File: config.mk
export PLATFORM = sky130hd
export DESIGN_NAME = truth_table_checker_settle_timer
export DESIGN_NICKNAME = d
export VERILOG_FILES = /design/src/rtl/truth_table_checker_settle_timer.sv
export SDC_FILE = /design/constraint.sdc
export NUM_CORES = 1
export LEC_CHECK = 0
export CELL_PAD_IN_SITES_DETAIL_PLACEMENT = 1
export CELL_PAD_IN_SITES_GLOBAL_PLACEMENT = 1
export CORE_MARGIN = 2
export CORE_UTILIZATION = 31
export DETAILED_ROUTE_END_ITERATION = 6
export PLACE_DENSITY = 0.75
export SYNTH_ARGS = -nofsm -noshare
export SYNTH_HDL_FRONTEND = slang
export SYNTH_SLANG_ARGS = --single-unit
export TNS_END_PERCENT = 100
File: constraint.sdc
create_clock -name clk -period 1.5 [get_ports clk]
set_input_delay 0.3 -clock clk [delete_from_list [all_inputs] [get_ports clk]]
set_output_delay 0.3 -clock clk [all_outputs]
set_load 0.01 [all_outputs]
File: src/rtl/truth_table_checker_settle_timer.sv
// 8-bit settle down-counter; expire is high during the last cycle of a loaded interval.
module truth_table_checker_settle_timer (
    input  logic       clk,
    input  logic       rst,
    input  logic       load,
    input  logic [7:0] load_val,
    output logic       expire
);

    logic [7:0] count_r;

    // Load the interval length, then count down and rest at zero
    always_ff @(posedge clk or posedge rst) begin
        if (rst) begin
            count_r <= 8'd0;
        end else if (load) begin
            count_r <= load_val;
        end else if (count_r != 8'd0) begin
            count_r <= count_r - 8'd1;
        end
    end

    assign expire = (count_r == 8'd1);

endmodule

Yosys cells after proc, flatten, opt, wreduce, memory -nomap -nowiden. Index checks and enable logic that the tools add are counted.

$add $sub $neg: 1. Reductions and logical operators: 2. Eq/ne operators: 1. Mux-type cells: 2.

Operators by type and width (count): 8-bit two-way mux (2); 8-bit by 1-bit == test with 1-bit output, second input constant (1); 8-bit nonzero test (1); 8-bit by 1-bit subtractor with 8-bit output, second input constant (1); 2-bit nonzero test (1).

Output and inout bits: 1. Logic and storage cells: 7. Input bits: 11. Flip-flop bits (word level): 8.

Logic depth before layout (Yosys ltp). Gate-level depths: netlist of run 1.

Depth after elaboration: 3. Gate-level depth with buffers: 6. Mapped depth without buffers: 6.

Worst setup path before layout of run 1. Ideal clock, no wire load.

Kind: register -> register. From: register count_r[0]. To: register count_r[6]. Setup time: 94 ps. Buffers on the path: 0. Period minus slack after synthesis: 1490 ps. Required time: 1406 ps. Path slack: 10 ps. Arrival: 1396 ps. Cell stages (with the launch flop): 7. Path through: dfrtp_1 inv_1 ha_1 nor3b_1 nand2_1 xor2_1 a211oi_1.

Cells in the longest elaborated chain, start to end: 3. Elaborated cells on any way between the ends: 5. Classes of those cells: add/sub (1); mux (2); reduce/logical (2).

Ends and longest elaborated chain: start: declaration (RTL line 10) `logic [7:0] count_r;`; start signal: assignment (RTL line 17) `count_r <= load_val;`; start signal: assignment (RTL line 19) `count_r <= count_r - 8'd1;`; 8-bit by 1-bit subtractor with 8-bit output (RTL line 19); 8-bit two-way mux (RTL line 18) `end else if (count_r != 8'd0) begin`; 8-bit two-way mux (RTL line 16) `end else if (load) begin`.

Parallel ways exist; a longest one is shown, timed or not. The select of a mux whose other input is x is not followed. A chain may end at the register's enable or synchronous reset.

Worst setup path in the final report of run 1.
From: register count_r[3]. To: output port expire.

Cells in the longest elaborated chain, start to end: 1.

Ends and longest elaborated chain: 8-bit by 1-bit == test with 1-bit output (RTL line 23) `assign expire = (count_r == 8'd1);`; end: declaration (RTL line 7) `output logic expire`.

Every way passes these cells.

==> impl_metrics.csv, run 1 <==
group,metric,value,unit
run_status,outcome,"finished, violations left",
logic_synthesis,synth_cell_types,19,
logic_synthesis,synth_edf_count,0,
job,cap_violations,0,
layout,layout.nets,99,
place,port_buffers,11,
run_status,violations,"negative setup slack",
timing,finalHoldViolCount,0,
clock_network,cts_tree,"done",
routing,drc_errors,0,
layout,drive_above_1_share,0.410,
timing,slew_viol_final,0,
floorplan,rows,14,
timing,rsz0062_at_grt,"yes",
power_and_ir_drop,power-per-cell-area,816,nW/um^2
timing,tns,-0.128,ns
layout,largest_reg_flops,8,
clock_network,path_clk_slew,0.06,ns
setup_path,critical_path_class,"reg -> out",
routing,post_drt_wl_per_cell,13.6,um
floorplan,die_area,1960,um^2
global_routing,use_met3,0.0857,
setup_path,path_buf_inv,1,
place,place_hpwl,1030,um
layout,diodes,0,
power_and_ir_drop,irDropWorstVdd,0.436,mV
global_routing,grt_pass1_wl,2130,um
layout,fillCellCount,180,
timing,tightest_slew,0.330,ns
logic_synthesis,synth_seq_cells,8,
timing,fin_ws,-0.128,ns
logic_synthesis,synth_nets,69,
layout,fin_cells,99,
timing,setup_viol_count_final,1,
logic_synthesis,synthTopCellsByArea,"dfrtp_1 40%, xor2_1 10%, ha_1 7.5%",
floorplan,boundaryPins,12,
setup_path,crit_fanout,2,
timing,clock_skew,0.00137,ns
clock_network,ctsHoldBuffers,0,
floorplan,die_x,44.3,um
routing,ant_nets,0,
logic_synthesis,ys_top_cells_by_count,"9 x nand2_1, 8 x dfrtp_1, 7 x nor2_1",
clock_network,clkLatencyLatePin,0.26,ns
global_routing,grtUsageMet2,0.262,
timing,fin_crit_sh,1.09,
routing,drt_wl_total,1350,um
setup_path,crit_required,1.20,ns
global_routing,grt_pass1_vias,475,
logic_synthesis,synth_ff_type,"dfrtp_1",
logic_synthesis,async_reset_ff_frac,1.00,
worst_hold_path,hp-class,"in -> async",
timing,relSlewSlack,0.780,
routing,viasPerCell,4.91,
timing,fmaxAchievable,0.614,GHz
power_and_ir_drop,p_leak,0.000374,uW
place,dp.cells,95,
logic_synthesis,synth_cells,55,
clock_network,cts_max_level,1,
setup_path,arrival,1.33,ns
global_routing,grt_max_degree,12,
layout,area_growth,62.2,%
logic_synthesis,syn_avg_cell_area,9.15,um^2
setup_path,cp-start-kind,"register",
logic_synthesis,yosys_warnings,0,
layout,top_regs,"count_r: 8 flops",
routing,drt-initial-drc-count,4,
floorplan,core,1510,um^2
clock_network,cts_root_buffer,"clkbuf_4",
logic_synthesis,netlist.area_leader.share,0.398,
setup_path,critPathMaxStageDelay,0.41,ns
global_routing,gr-usage-met1,0.186,
routing,via_count,486,
global_routing,grt-ovfl-total,0,
routing,first_pass_iters,2,
clock_network,cts.sinks,8,
logic_synthesis,yosys.area.top_type,"dfrtp_1",
place,gp_congestion,0.723,
global_routing,antenna_found_initial,0,
global_routing,grt_busiest_layer,"met2",
floorplan,start_util,0.334,
logic_synthesis,syn-cell-area,503,um^2
setup_path,path_cells,"nor4_4, and3_4, buf_6",
logic_synthesis,yosysMostFrequentCell,"nand2_1",
logic_synthesis,ys_seq_area_frac,0.398,
place,dp_slack,-0.334,ns
floorplan,die_y,44.3,um
global_routing,grt.total_usage,0.158,
clock_network,numCtsBuffers,3,
setup_path,critPathCaptureType,"primary output",
layout,largest-register,"count_r",
setup_path,crit_family,"simple AND/OR/NAND/NOR gates",
clock_network,cts_buffer_depth,2,
timing,period_minus_slack,1.63,ns
setup_path,slowest_stage,"dfrtp_1",
==> timing repair <==
| action | in CTS | in global routing |
|---|---|---|
| endpoints found under the setup margin | 8 | 7 |
| endpoints found under the hold margin | 0 | 0 |
| buffers inserted | 0 | 1 |
| gates resized for setup | 10 | 10 |
| pin swaps | 2 | 4 |
==> path summary, 6_finish.rpt <==
check	from	end	slack [ns]	depth (start not counted)
max	count_r[3]$_DFFE_PP0P_	expire	-0.13	3
max reg2reg	count_r[3]$_DFFE_PP0P_	count_r[0]$_DFFE_PP0P_	0.04	5
max in group asynchronous	rst	count_r[0]$_DFFE_PP0P_	0.97	2
min reg2reg	count_r[1]$_DFFE_PP0P_	count_r[1]$_DFFE_PP0P_	0.62	3
min in group clk	load_val[2]	count_r[2]$_DFFE_PP0P_	0.59	3
min	rst	count_r[4]$_DFFE_PP0P_	0.29	2
==> cell families after synthesis <==
logic type | Yosys count | share of synthesized area
simple gates | 22 | 0.221
buf+inv | 7 | 0.0672
flops | 8 | 0.398
xor+xnor | 6 | 0.104
fa+ha+maj | 3 | 0.0746
mux | 1 | 0.0199
compound gates | 8 | 0.114
==> stage by stage <==
step                      cell area [um^2]   util  hold WS, ns  total power (uW)
after CTS                              778  0.517        0.299               652
after floorplan                        503      -        0.116               356
after global placement                 731  0.485        0.557               456
after detailed placement               731  0.485        0.575               466
after global routing                   816  0.542        0.311               717
final                                  816  0.542        0.289               666
==> worst register-to-register path, stage by stage, from the launching register on <==
cell and delay (ns):
dfrtp_1 0.41, nor4_4 0.33, buf_4 0.17, and4_4 0.25, nor3_2 0.05, a221oi_2 0.15
==> where the power goes <==
group	total [uW]	internal (uW)	switching (uW)
clock	173	92.0	80.6
combinational	222	123	99.4
sequential	271	244	26.6
total	666	459	207
==> layout make-up <==
cell class | count | area [um^2] | area share
multi-input cells | 40 | 319 | 0.391
repair buffers | 27 | 235 | 0.288
flip-flops and latches | 8 | 200 | 0.245
clock buffers | 3 | 22.5 | 0.0276
well taps | 16 | 20.0 | 0.0245
inverters | 5 | 18.8 | 0.0230
==> cell usage in the layout (no fill, tap or decap), types with 2 or more instances in the layout <==
| cell | n |
|---|---|
| buf_4 | 15 |
| xor2_1 | 6 |
| dfrtp_1 | 8 |
| inv_2 | 2 |
| buf_6 | 2 |
| nor2_1 | 6 |
| clkdlybuf4s50_1 | 10 |
| clkbuf_4 | 3 |
| inv_1 | 3 |
| nand2_1 | 9 |
| o21ai_0 | 2 |
| ha_1 | 2 |
| a211oi_2 | 3 |
==> metal layers <==
metal,part of all wire,up-vias
met5,0,-
met4,0.012,0
met3,0.062,3
met2,0.51,12
met1,0.42,231
li1,-,240
Note: power is estimated with default switching activity, not from simulation.
==> run 2: changes to the inputs <==
--- a/config.mk
+++ b/config.mk
@@ -9,6 +9,7 @@
 export CELL_PAD_IN_SITES_GLOBAL_PLACEMENT = 1
 export CORE_MARGIN = 2
 export CORE_UTILIZATION = 31
+export CTS_CLUSTER_DIAMETER = 40
 export DETAILED_ROUTE_END_ITERATION = 6
 export PLACE_DENSITY = 0.75
 export SYNTH_ARGS = -nofsm -noshare
==> results of run 2 <==
Final layout, timing and power as in run 1 (identical DEF).
